===== config.mk =====
export PLATFORM = sky130hd
export DESIGN_NAME = inst_queue
export DESIGN_NICKNAME = d
export VERILOG_FILES = /design/src/rtl/inst_queue_pkg.sv /design/src/rtl/inst_queue_iq_ram.sv /design/src/rtl/inst_queue.sv
export SDC_FILE = /design/constraint.sdc
export NUM_CORES = 1
export LEC_CHECK = 0
export CAP_MARGIN = 20
export CORE_UTILIZATION = 56
export CTS_BUF_LIST = sky130_fd_sc_hd__clkbuf_8
export DETAILED_ROUTE_END_ITERATION = 6
export PLACE_DENSITY = 0.76
export SLEW_MARGIN = 20
export SYNTH_ARGS = -nofsm -noshare
export SYNTH_HDL_FRONTEND = slang
export SYNTH_SLANG_ARGS = --single-unit

===== constraint.sdc =====
create_clock -name clk -period 12.4 [get_ports clk]
set_input_delay 2.48 -clock clk [delete_from_list [all_inputs] [get_ports clk]]
set_output_delay 2.48 -clock clk [all_outputs]
set_load 0.005 [all_outputs]

===== src/rtl/inst_queue_pkg.sv =====
// inst_queue_pkg: fetch-to-decode packet types shared by inst_queue and its storage
package inst_queue_pkg;
  typedef enum logic [3:0] {
    EXC_NONE = 4'd0, EXC_INT, EXC_ADEF, EXC_TLBR, EXC_PIF, EXC_PPI, EXC_INE, EXC_SYS, EXC_BRK
  } exception_t;
  typedef struct packed {
    logic [31:0] pc;
    logic [31:0] inst;
    logic        have_exception;
    exception_t  exception_type;
    logic        pred_branch_taken;
    logic [31:0] pred_branch_target;
  } if_packet_t;
endpackage


===== src/rtl/inst_queue_iq_ram.sv =====
// iq_ram: DEPTH-entry packet register file, one synchronous write port, one asynchronous read port
module iq_ram
  import inst_queue_pkg::*;
#(
  parameter int DEPTH = 8,
  parameter int AW = $clog2(DEPTH)
) (
  input  logic          clk,
  input  logic          i_we,
  input  logic [AW-1:0] i_waddr,
  input  if_packet_t    i_wdata,
  input  logic [AW-1:0] i_raddr,
  output if_packet_t    o_rdata
);
  if_packet_t r_mem [DEPTH];
  always_ff @(posedge clk)
    if (i_we) r_mem[i_waddr] <= i_wdata;
  assign o_rdata = r_mem[i_raddr];
endmodule


===== src/rtl/inst_queue.sv =====
// inst_queue: fetch/decode decoupling FIFO with one-cycle flush; INST_QUEUE_BYPASS_EN adds empty-queue bypass
module inst_queue
  import inst_queue_pkg::*;
#(
  parameter int DEPTH = 8
) (
  input  logic                     clk,
  input  logic                     resetn,
  input  logic                     flush,
  input  logic                     in_valid,
  output logic                     in_ready,
  input  logic [31:0]              in_pc,
  input  logic [31:0]              in_inst,
  input  logic                     in_have_exception,
  input  exception_t               in_exception_type,
  input  logic                     in_pred_branch_taken,
  input  logic [31:0]              in_pred_branch_target,
  output logic                     out_valid,
  input  logic                     out_ready,
  output logic [31:0]              out_pc,
  output logic [31:0]              out_inst,
  output logic                     out_have_exception,
  output exception_t               out_exception_type,
  output logic                     out_pred_branch_taken,
  output logic [31:0]              out_pred_branch_target,
  output logic [$clog2(DEPTH):0]   count
);
  localparam int AW = $clog2(DEPTH);
  localparam logic [AW:0] FULL = (AW+1)'(DEPTH);
  logic [AW-1:0] r_wptr, r_rptr;
  logic [AW:0]   r_count;
  if_packet_t    w_in_pkt, w_rd_pkt, w_out_pkt;
  logic          w_bypass, w_push, w_pop, w_wr, w_rd;
  assign w_in_pkt = '{pc: in_pc, inst: in_inst, have_exception: in_have_exception,
                      exception_type: in_exception_type, pred_branch_taken: in_pred_branch_taken,
                      pred_branch_target: in_pred_branch_target};
`ifdef INST_QUEUE_BYPASS_EN
  assign w_bypass = (r_count == '0) && in_valid && !flush;
`else
  assign w_bypass = 1'b0;
`endif
  assign in_ready  = r_count != FULL;
  assign out_valid = (r_count != '0) || w_bypass;
  assign w_push    = in_valid && in_ready;
  assign w_pop     = out_valid && out_ready;
  // a bypassed packet that is consumed immediately never touches storage
  assign w_wr      = w_push && !(w_bypass && out_ready);
  assign w_rd      = w_pop && !w_bypass;
  always_ff @(posedge clk or negedge resetn)
    if (!resetn) begin
      r_wptr  <= '0;
      r_rptr  <= '0;
      r_count <= '0;
    end else if (flush) begin
      r_wptr  <= '0;
      r_rptr  <= '0;
      r_count <= '0;
    end else begin
      if (w_wr) r_wptr <= r_wptr + AW'(1);
      if (w_rd) r_rptr <= r_rptr + AW'(1);
      r_count <= r_count + (AW+1)'(w_wr) - (AW+1)'(w_rd);
    end
  iq_ram #(.DEPTH(DEPTH), .AW(AW)) u_ram (
    .clk     (clk),
    .i_we    (w_wr && !flush),
    .i_waddr (r_wptr),
    .i_wdata (w_in_pkt),
    .i_raddr (r_rptr),
    .o_rdata (w_rd_pkt)
  );
  assign w_out_pkt              = w_bypass ? w_in_pkt : w_rd_pkt;
  assign out_pc                 = w_out_pkt.pc;
  assign out_inst               = w_out_pkt.inst;
  assign out_have_exception     = w_out_pkt.have_exception;
  assign out_exception_type     = w_out_pkt.exception_type;
  assign out_pred_branch_taken  = w_out_pkt.pred_branch_taken;
  assign out_pred_branch_target = w_out_pkt.pred_branch_target;
  assign count                  = r_count;
endmodule


* After elaboration in Yosys (flattened, before gate mapping)
Memories as Yosys holds them, arrays and structs flattened.
Index checks and enable logic that the tools add are counted.
W data, S select, Z words.
** Cells by class
- Add/sub/neg operators :: 4
- Equality and inequality tests :: 1
- Muxes and demuxes :: 7
- Reductions and logical operators :: 7
** Operators by type and width (count)
- $mux W3 :: 4
- $add A3 B1 Y3 const B :: 2
- $add A4 B1 Y4 :: 1
- $mux W4 :: 1
- $ne A4 B4 Y1 const B :: 1
- $reduce_bool A2 Y1 :: 2
- $reduce_bool A4 Y1 :: 1
- $sub A4 B1 Y4 :: 1
- $logic_and A1 B1 Y1 :: 3
- $mux W1 :: 2
- $logic_not A1 Y1 :: 1
** Storage, ports and cells
- Register bits after elaboration :: 10
- Bits in writable memories :: 816
- Bits of input ports :: 107
- Output and inout bits :: 108
- Logic and storage cells :: 23
- Memories kept :: 1
** Memories
- u_ram.r_mem :: depth 8, width 102, rd ports 1, clocked after Yosys merged registers in 0, wr ports 1, line inst_queue_iq_ram.sv:15 : if_packet_t r_mem [DEPTH];

* Logic depth before layout (Yosys ltp)
Gate-level depths: netlist of the first run.
- Depth after elaboration :: 5
- Mapped depth :: 11

* Hierarchy
From an unflattened synthesis of the first run, not the netlist that was laid out.
** Second synthesis, totals
- Cells, all modules :: 1255
- Area total of the unflattened synthesis :: 31312.5 um2
** By module, submodules not included
- iq_ram :: instances 1, cells an instance 1192, area each 30690.7 um2, seq. area each 24503.5 um2
- inst_queue :: instances 1, cells an instance 63, area each 621.8 um2, seq. area each 250.2 um2

* Worst setup path after synthesis of the first run
Ideal clock, no wire load.
- Kind :: input to register
- Start point :: input in_valid
- End point :: memory u_ram.r_mem[0][0] in the netlist's numbering (enable)
- Library setup time :: 0.688 ns
- Arrival time :: 10.017 ns
- Required time :: 11.712 ns
- Slack :: 1.695 ns
- Cell stages on the path :: 3
- Path buffers :: 0
- Path through :: inv_1 or4_1 nor3_1
** Between the ends
- Cells in the longest elaborated chain, start to end :: 4
** RTL lines
- start: declaration :: line inst_queue.sv:10 : input logic in_valid,
- $logic_and A1 B1 Y1 :: line inst_queue.sv:44 : assign w_push = in_valid && in_ready;
- $logic_and A1 B1 Y1 :: line inst_queue.sv:65 : .i_we (w_wr && !flush),
- $mux W1 :: line inst_queue_iq_ram.sv:17 : if (i_we) r_mem[i_waddr] <= i_wdata;
- $mux W1 (implied by the code) :: line inst_queue_iq_ram.sv:17
- end: declaration :: line inst_queue_iq_ram.sv:15
Every way passes these cells.

* Final worst setup path of the first run
- Start point :: register r_rptr[1]
- End point :: output out_pc[9]
** Between the ends
- Cells in the longest elaborated chain, start to end :: 1
** RTL lines
- start: declaration :: line inst_queue.sv:30 : logic [AW-1:0] r_wptr, r_rptr;
- start signal: assignment :: line inst_queue.sv:60 : if (w_rd) r_rptr <= r_rptr + AW'(1);
- $mem_v2 Z8 W102
- end: declaration :: line inst_queue.sv:20 : output logic [31:0] out_pc,
Every way passes these cells.

==> run summary, run 1 <==
• number of hold buffers added after CTS: 0
• peak supply drop: 0.000130 V
• area taken by multi-input logic gates: 6370 µm²
• maximum number of pins on one net before global-route repair: 143
• initial antenna violation count: 13
• Most Frequent Cell on Critical Path: sky130_fd_sc_hd__buf_4
• maximum fanout encountered on the critical timing path: 47
• library cell used as clock root buffer: sky130_fd_sc_hd__clkbuf_8
• CP max-delay cell: sky130_fd_sc_hd__buf_4
• Max stage delay on crit path: 0.82 ns
• Die X: 240 µm
• remaining design rule violation count: 0
• number of fill cells in the layout: 3511
• setup clock skew after layout: 0.0369 ns
• aggregate global routing overflow: 0
• area share of and/or/nand/nor cells after synthesis: 0.531%
• number of violations reported at the end of detailed-routing iteration 0: 967
• combinational family with the most area after synthesis: multiplexers
• data required time of the critical path: 9.92 ns
• slew at the pin closest to its max-slew limit: 1.03 ns
• Rows: 86
• Final Max Tran Viols: 0
• Final Wtd Congestion: 0.713
• top_reg_cell synth: sky130_fd_sc_hd__edfxtp_1
• number of instances in the synthesized netlist: 1256
• count of port buffers added during placement: 214
• vias in the first global route: 15100
• cell area after technology mapping: 31600 µm²
• proportion of synthesized area in mux cells: 18.8%
• Via-to-Cell Ratio: 5.80
• Die H: 240 µm
• classification of the worst-slack hold path: register to register
• register area share after synthesis: 78.4%
• Cell Pwr Density: 172 nW/µm²
• fin crit period: 6.84 ns
• Post-synth EDFFs: 816
• total setup violations reported at the end of the flow: 0
• vias after detailed routing: 14000
• overall track demand over capacity in global routing: 21.8%
• Reg area: 24800 µm²
• Async S/R FF share, synth: 1.21%
• sum of negative setup slack: 0 ns
• average instance area after synthesis: 25.2 µm²
• leakage power: 11.6 nW
• Sinks on Clock Net: 826
• global-route wire length before repair: 90100 µm
• number of CTS-inserted buffers: 133
• FF+latch count, synth: 826
• worst slew slack as a fraction of its limit: 31.5%
• number of routed nets with antenna violations: 0
• number of post-CTS setup repair buffers: 0
• average wire per cell in the routed design: 25.0 µm
• synthesized net count: 1372
• Final Hold Violating Endpoints: 0
• number of top-level pins: 215
• CTS H-tree lvls: 4
• kind of launch point of the worst setup path: register
• Worst Path Arrival: 4.36 ns
• area delta synth->final: 16.6%
• Setup crit end kind: output pin
• nets: 1685
• post_cts resized: 0
• wire length after detailed routing: 60300 µm
• synthesized-area fraction occupied by ao, oa, aoi and oai cells: 0.234%
• maximum frequency from static timing analysis: 0.146 GHz
• Max clock buf depth: 3
• crit share post-route: 55.2%
• utilization of the core after routing: 66.5%
• starting density of the core: 57.0%
• area of the core region: 55400 µm²
• number of max-capacitance violations reported: 0
• clock transition at the registers of the reported paths: 0.06 ns
• count of cell types in the netlist: 29
• total number of yosys warnings: 0
• detailed-placement wirelength estimate: 31600 µm
• clock network latency to the later pin of the worst-skew pair: 0.76 ns
• TritonCTS clock tree: yes
• layout cell share with drive strength beyond 1: 30.3%
• die area: 57400 µm²
• setup repair after global routing missed its margin: no
• number of detailed-routing iterations run before antenna repair: 5
• adder-cell share of the synthesized area: 0.380%
• ordered cell list for the critical path: buf_4 > buf_4 > mux4_2 > mux2_2 > clkdlybuf4s50_1
• result of the run: finished clean
• type of the worst setup path: register to output pin
• post-synthesis share of cell area spent on xor and xnor gates: 0.0277%
## critical path, delay by kind of cell (launching register included)
family	cells	cell delay, ns
DFF	1	0.53
buffers and inverters	3	2.11
muxes	2	0.87
## cell usage after synthesis, drive strengths merged (5+ instances only)
library cell / count / area share, %
edfxtp: 816 / 78
mux4: 204 / 15
mux2: 102 / 4.3
buf: 46 / 1.4
clkbuf: 13 / 0.15
dfrtp: 10 / 0.79
inv: 9 / 0.11
nor2: 9 / 0.11
ha: 8 / 0.32
a21oi: 7 / 0.11
o21ai: 6 / 0.095
nand2: 5 / 0.059
## layout make-up
class                      instances  share of cell area [%]
tap                              748                    2.54
clock inverter                    87                    1.17
multi-input combinational        362                    17.3
clock buffer                     142                    5.31
antenna                            2                  0.0136
sequential                       826                    67.2
inverter                           9                  0.0917
timing repair buffer             237                    6.35
## placed cells by master (no fill, tap or decap), types with 5 or more instances in the layout
master,synthesis,final
sky130_fd_sc_hd__nor2_4,0,6
sky130_fd_sc_hd__dfrtp_1,10,7
sky130_fd_sc_hd__o21ai_0,6,6
sky130_fd_sc_hd__mux4_2,204,204
sky130_fd_sc_hd__buf_4,0,21
sky130_fd_sc_hd__clkdlybuf4s50_1,0,214
sky130_fd_sc_hd__edfxtp_1,816,816
sky130_fd_sc_hd__mux2_2,48,48
sky130_fd_sc_hd__clkinv_2,0,11
sky130_fd_sc_hd__nand2_1,5,5
sky130_fd_sc_hd__clkinv_1,0,29
sky130_fd_sc_hd__inv_1,9,46
sky130_fd_sc_hd__clkbuf_8,0,142
sky130_fd_sc_hd__mux2_4,54,54
sky130_fd_sc_hd__ha_1,8,8
sky130_fd_sc_hd__a21oi_1,7,7
## layer usage
metal  up-vias  track usage, %  wire length (µm)
li1       6014               -                 -
met5         -               0               128
met2       434            34.1             29500
met3       125            7.80              4660
met4        22            8.22              1250
met1      7395            28.1             24700
## final timing paths
path                       startpoint            endpoint  slack, ns  cells past startpoint
setup / recovery            r_rptr[1]           out_pc[9]       5.56                      5
hold / removal              r_wptr[2]           r_wptr[2]       0.67                      2
setup reg to reg             count[3]  u_ram.r_mem[1][50]       8.96                      7
hold reg to reg             r_wptr[2]           r_wptr[2]       0.67                      2
max in group asynchronous      resetn           r_rptr[1]       9.95                      1
min in group asynchronous      resetn           r_rptr[2]       2.06                      1
## sequential cells by signal (all words and copies together), names as in the netlist
signal and flops:
u_ram.r_mem 816, count 4, r_rptr 3, r_wptr 3
## through the flow
step	setup WS, ns	hold slack (ns)	area, µm²	total power [W]	std cells
final	5.56	0.673	36800	0.00632	2413
after global placement	6.29	0.646	34400	0.00428	2182
after global routing	5.19	0.718	36800	0.00658	2413
after CTS	5.38	0.674	36800	0.00640	2411
after floorplan	1.70	0.580	31600	0.00387	1256
after detailed placement	6.25	0.667	34400	0.00429	2182
## cell families after synthesis
family	count (synthesis)
adder cells (fa/ha/maj)	9
XOR/XNOR	1
buffers and inverters	68
AND/OR/NAND/NOR	32
multiplexers	306
AO/OA/AOI/OAI	14
flip-flops	826
## report_power, final
| part | total [W] | internal, W | leakage (nW) | switching, W |
|---|---|---|---|---|
| registers | 0.00320 | 0.00316 | 7.50 | 0.0000419 |
| logic | 0.00101 | 0.000599 | 2.74 | 0.000414 |
| clock network | 0.00210 | 0.00109 | 1.36 | 0.00101 |
(Power assumes the default switching activity.)
==> run 2: changes to the inputs <==
- CORE_UTILIZATION: 56 -> 55
- PLACE_DENSITY: 0.76 -> 0.78
- clock period: 12.4 -> 5.9 ns (I/O delays scaled with it)
==> run 2 against run 1 <==
Clock skew fell by 0.0056 ns. Via count rose by 0.69%. Sequential cell count did not move. Combinational power rose by 110%. Global-route usage barely moved.
==> run summary, run 2 (synthesis gave the netlist of run 1 again) <==
• vias after detailed routing: 14100
• number of buffers and inverters on the critical path: 2
• number of fill cells in the layout: 3571
• library cell used as clock root buffer: sky130_fd_sc_hd__clkbuf_8
• area taken by multi-input logic gates: 6380 µm²
• maximum fanout encountered on the critical timing path: 64
• number of CTS-inserted buffers: 133
• number of hold buffers added after CTS: 0
• number of detailed-routing iterations run before antenna repair: 7
• most frequent standard cell in the layout excluding fill and tap cells: sky130_fd_sc_hd__edfxtp_1
• utilization of the core after routing: 65.5%
• Setup crit end kind: output pin
• classification of the worst-slack hold path: register to register
• Rows: 87
• kind of launch point of the worst setup path: register
• fin crit period: 4.88 ns
• type of the worst setup path: register to output pin
• vias in the first global route: 15300
• Die X: 242 µm
• overall track demand over capacity in global routing: 21.8%
• launch point of the worst reg-to-reg path: count[2]
• clock network latency to the later pin of the worst-skew pair: 0.76 ns
• sum of negative setup slack: 0 ns
• remaining design rule violation count: 0
• Final Hold Violating Endpoints: 0
• Final Max Tran Viols: 0
• Max stage delay on crit path: 1.11 ns
• count of port buffers added during placement: 214
• end point of the critical path: out_pc[19]
• Die H: 242 µm
• leakage power: 11.7 nW
• CP max-delay cell: sky130_fd_sc_hd__dfrtp_4
• start point of the critical path: r_rptr[2]
• Reg area: 24800 µm²
• detailed-placement wirelength estimate: 33100 µm
• total setup violations reported at the end of the flow: 0
• total number of cells along the worst setup path: 4
• commonest cells after routing, fill and taps aside: sky130_fd_sc_hd__edfxtp_1 (816), sky130_fd_sc_hd__clkdlybuf4s50_1 (214), sky130_fd_sc_hd__mux4_2 (204)
• total power: 0.0133 W
• clock transition at the registers of the reported paths: 0.06 ns
• worst slew slack as a fraction of its limit: 31.3%
• layout cell share with drive strength beyond 1: 30.2%
• depth of the worst register-to-register path: 7
• wire length after detailed routing: 61600 µm
• data required time of the critical path: 4.72 ns
• maximum number of pins on one net before global-route repair: 103
• Largest register FFs: 816
• average wire per cell in the routed design: 25.4 µm
• die area: 58400 µm²
• TritonCTS clock tree: yes
• ordered cell list for the critical path: buf_4 > mux4_2 > mux2_2 > clkdlybuf4s50_1
• initial antenna violation count: 4
• FF-to-FF End: u_ram.r_mem[3][50]
• Worst Path Arrival: 3.70 ns
• setup clock skew after layout: 0.0314 ns
• Via-to-Cell Ratio: 5.81
• placement-stage cell area: 34700 µm²
• aggregate global routing overflow: 0
• largest reg by FF count: u_ram.r_mem
• peak supply drop: 0.000295 V
• Max clock buf depth: 3
• number of max-capacitance violations reported: 0
• number of routed nets with antenna violations: 0
• post_cts resized: 0
• setup repair after global routing missed its margin: no
• CTS H-tree lvls: 4
• Final Wtd Congestion: 0.716
• area of the core region: 56600 µm²
• number of violations reported at the end of detailed-routing iteration 0: 1087
• result of the run: finished clean
• number of post-CTS setup repair buffers: 0
• starting density of the core: 55.8%
• slew at the pin closest to its max-slew limit: 1.03 ns
• global-route wire length before repair: 93700 µm
• dominant delay contributor by cell family on the critical path: flip-flops
• Layout Cell Area excl Fill: 37100 µm²
• nets: 1689
• Cell Pwr Density: 358 nW/µm²
• Sinks on Clock Net: 826
• crit share post-route: 82.7%
• number of top-level pins: 215
• maximum frequency from static timing analysis: 0.205 GHz
• area delta synth->final: 17.4%
• slack of the worst reg-to-reg path: 2.85 ns
run 2: cell types whose count changed in the layout (fill, tap and decap cells not counted), moves of 2 or more:
cell / previous run / this run
sky130_fd_sc_hd__buf_12: 2 / 21
sky130_fd_sc_hd__buf_4: 21 / 5
sky130_fd_sc_hd__clkbuf_8: 142 / 135
sky130_fd_sc_hd__clkinv_1: 29 / 24
sky130_fd_sc_hd__clkinv_2: 11 / 6
sky130_fd_sc_hd__clkinvlp_4: 4 / 6
sky130_fd_sc_hd__inv_1: 46 / 57
sky130_fd_sc_hd__inv_6: 3 / 7
sky130_fd_sc_hd__nor3_2: 2 / 0
sky130_fd_sc_hd__nor3_4: 0 / 2
run 2: worst min path at each step:
| stage | startpoint | end | slack (ns) | cells past startpoint |
|---|---|---|---|---|
| after global placement | r_wptr[0] | r_wptr[0] | 0.66 | 3 |
| final | r_wptr[2] | r_wptr[2] | 0.72 | 2 |
| after CTS | resetn | count[2] | 0.67 | 1 |
| after detailed placement | r_wptr[2] | r_wptr[2] | 0.71 | 2 |
| after global routing | resetn | count[2] | 0.74 | 1 |
| after floorplan | r_wptr[2] | r_wptr[2] | 0.60 | 2 |
run 2: cell type report:
class	instances	area share [%]
tap	756	2.55
inverter	9	0.0911
multi-input combinational	362	17.2
sequential	826	66.8
timing repair buffer	241	7.08
clock buffer	135	5.01
clock inverter	95	1.28
antenna	1	0.00675
run 2: routing by layer:
layer | up-vias | global-route usage (%) | part of all wire, %
met3 | 108 | 6.27 | 6.8
met2 | 476 | 35.3 | 51
met1 | 7453 | 28.8 | 41
met5 | - | 0 | 0.086
met4 | 6 | 7.17 | 1.9
li1 | 6044 | - | -
run 2: power by group:
group,switching [W],internal [W],total (W)
sequential,0.000126,0.00664,0.00677
clock,0.00216,0.00218,0.00434
combinational,0.000866,0.00130,0.00217
total,0.00315,0.0101,0.0133
run 2: per-stage QoR:
stage / hold WS, ns / std cells / setup slack, ns
2_1_floorplan: 0.602 / 1256 / -0.763
3_3_place_gp: 0.658 / 2193 / 1.75
3_5_place_dp: 0.706 / 2193 / 1.67
4_1_cts: 0.671 / 2423 / 0.891
5_1_grt: 0.742 / 2425 / 0.868
6_report: 0.722 / 2425 / 1.02
run 2: tightest hold or removal path, cell delays in order (launching register included):
cell,delay [ns]
sky130_fd_sc_hd__dfrtp_1,0.48
sky130_fd_sc_hd__o21ai_0,0.13
sky130_fd_sc_hd__a21oi_1,0.07
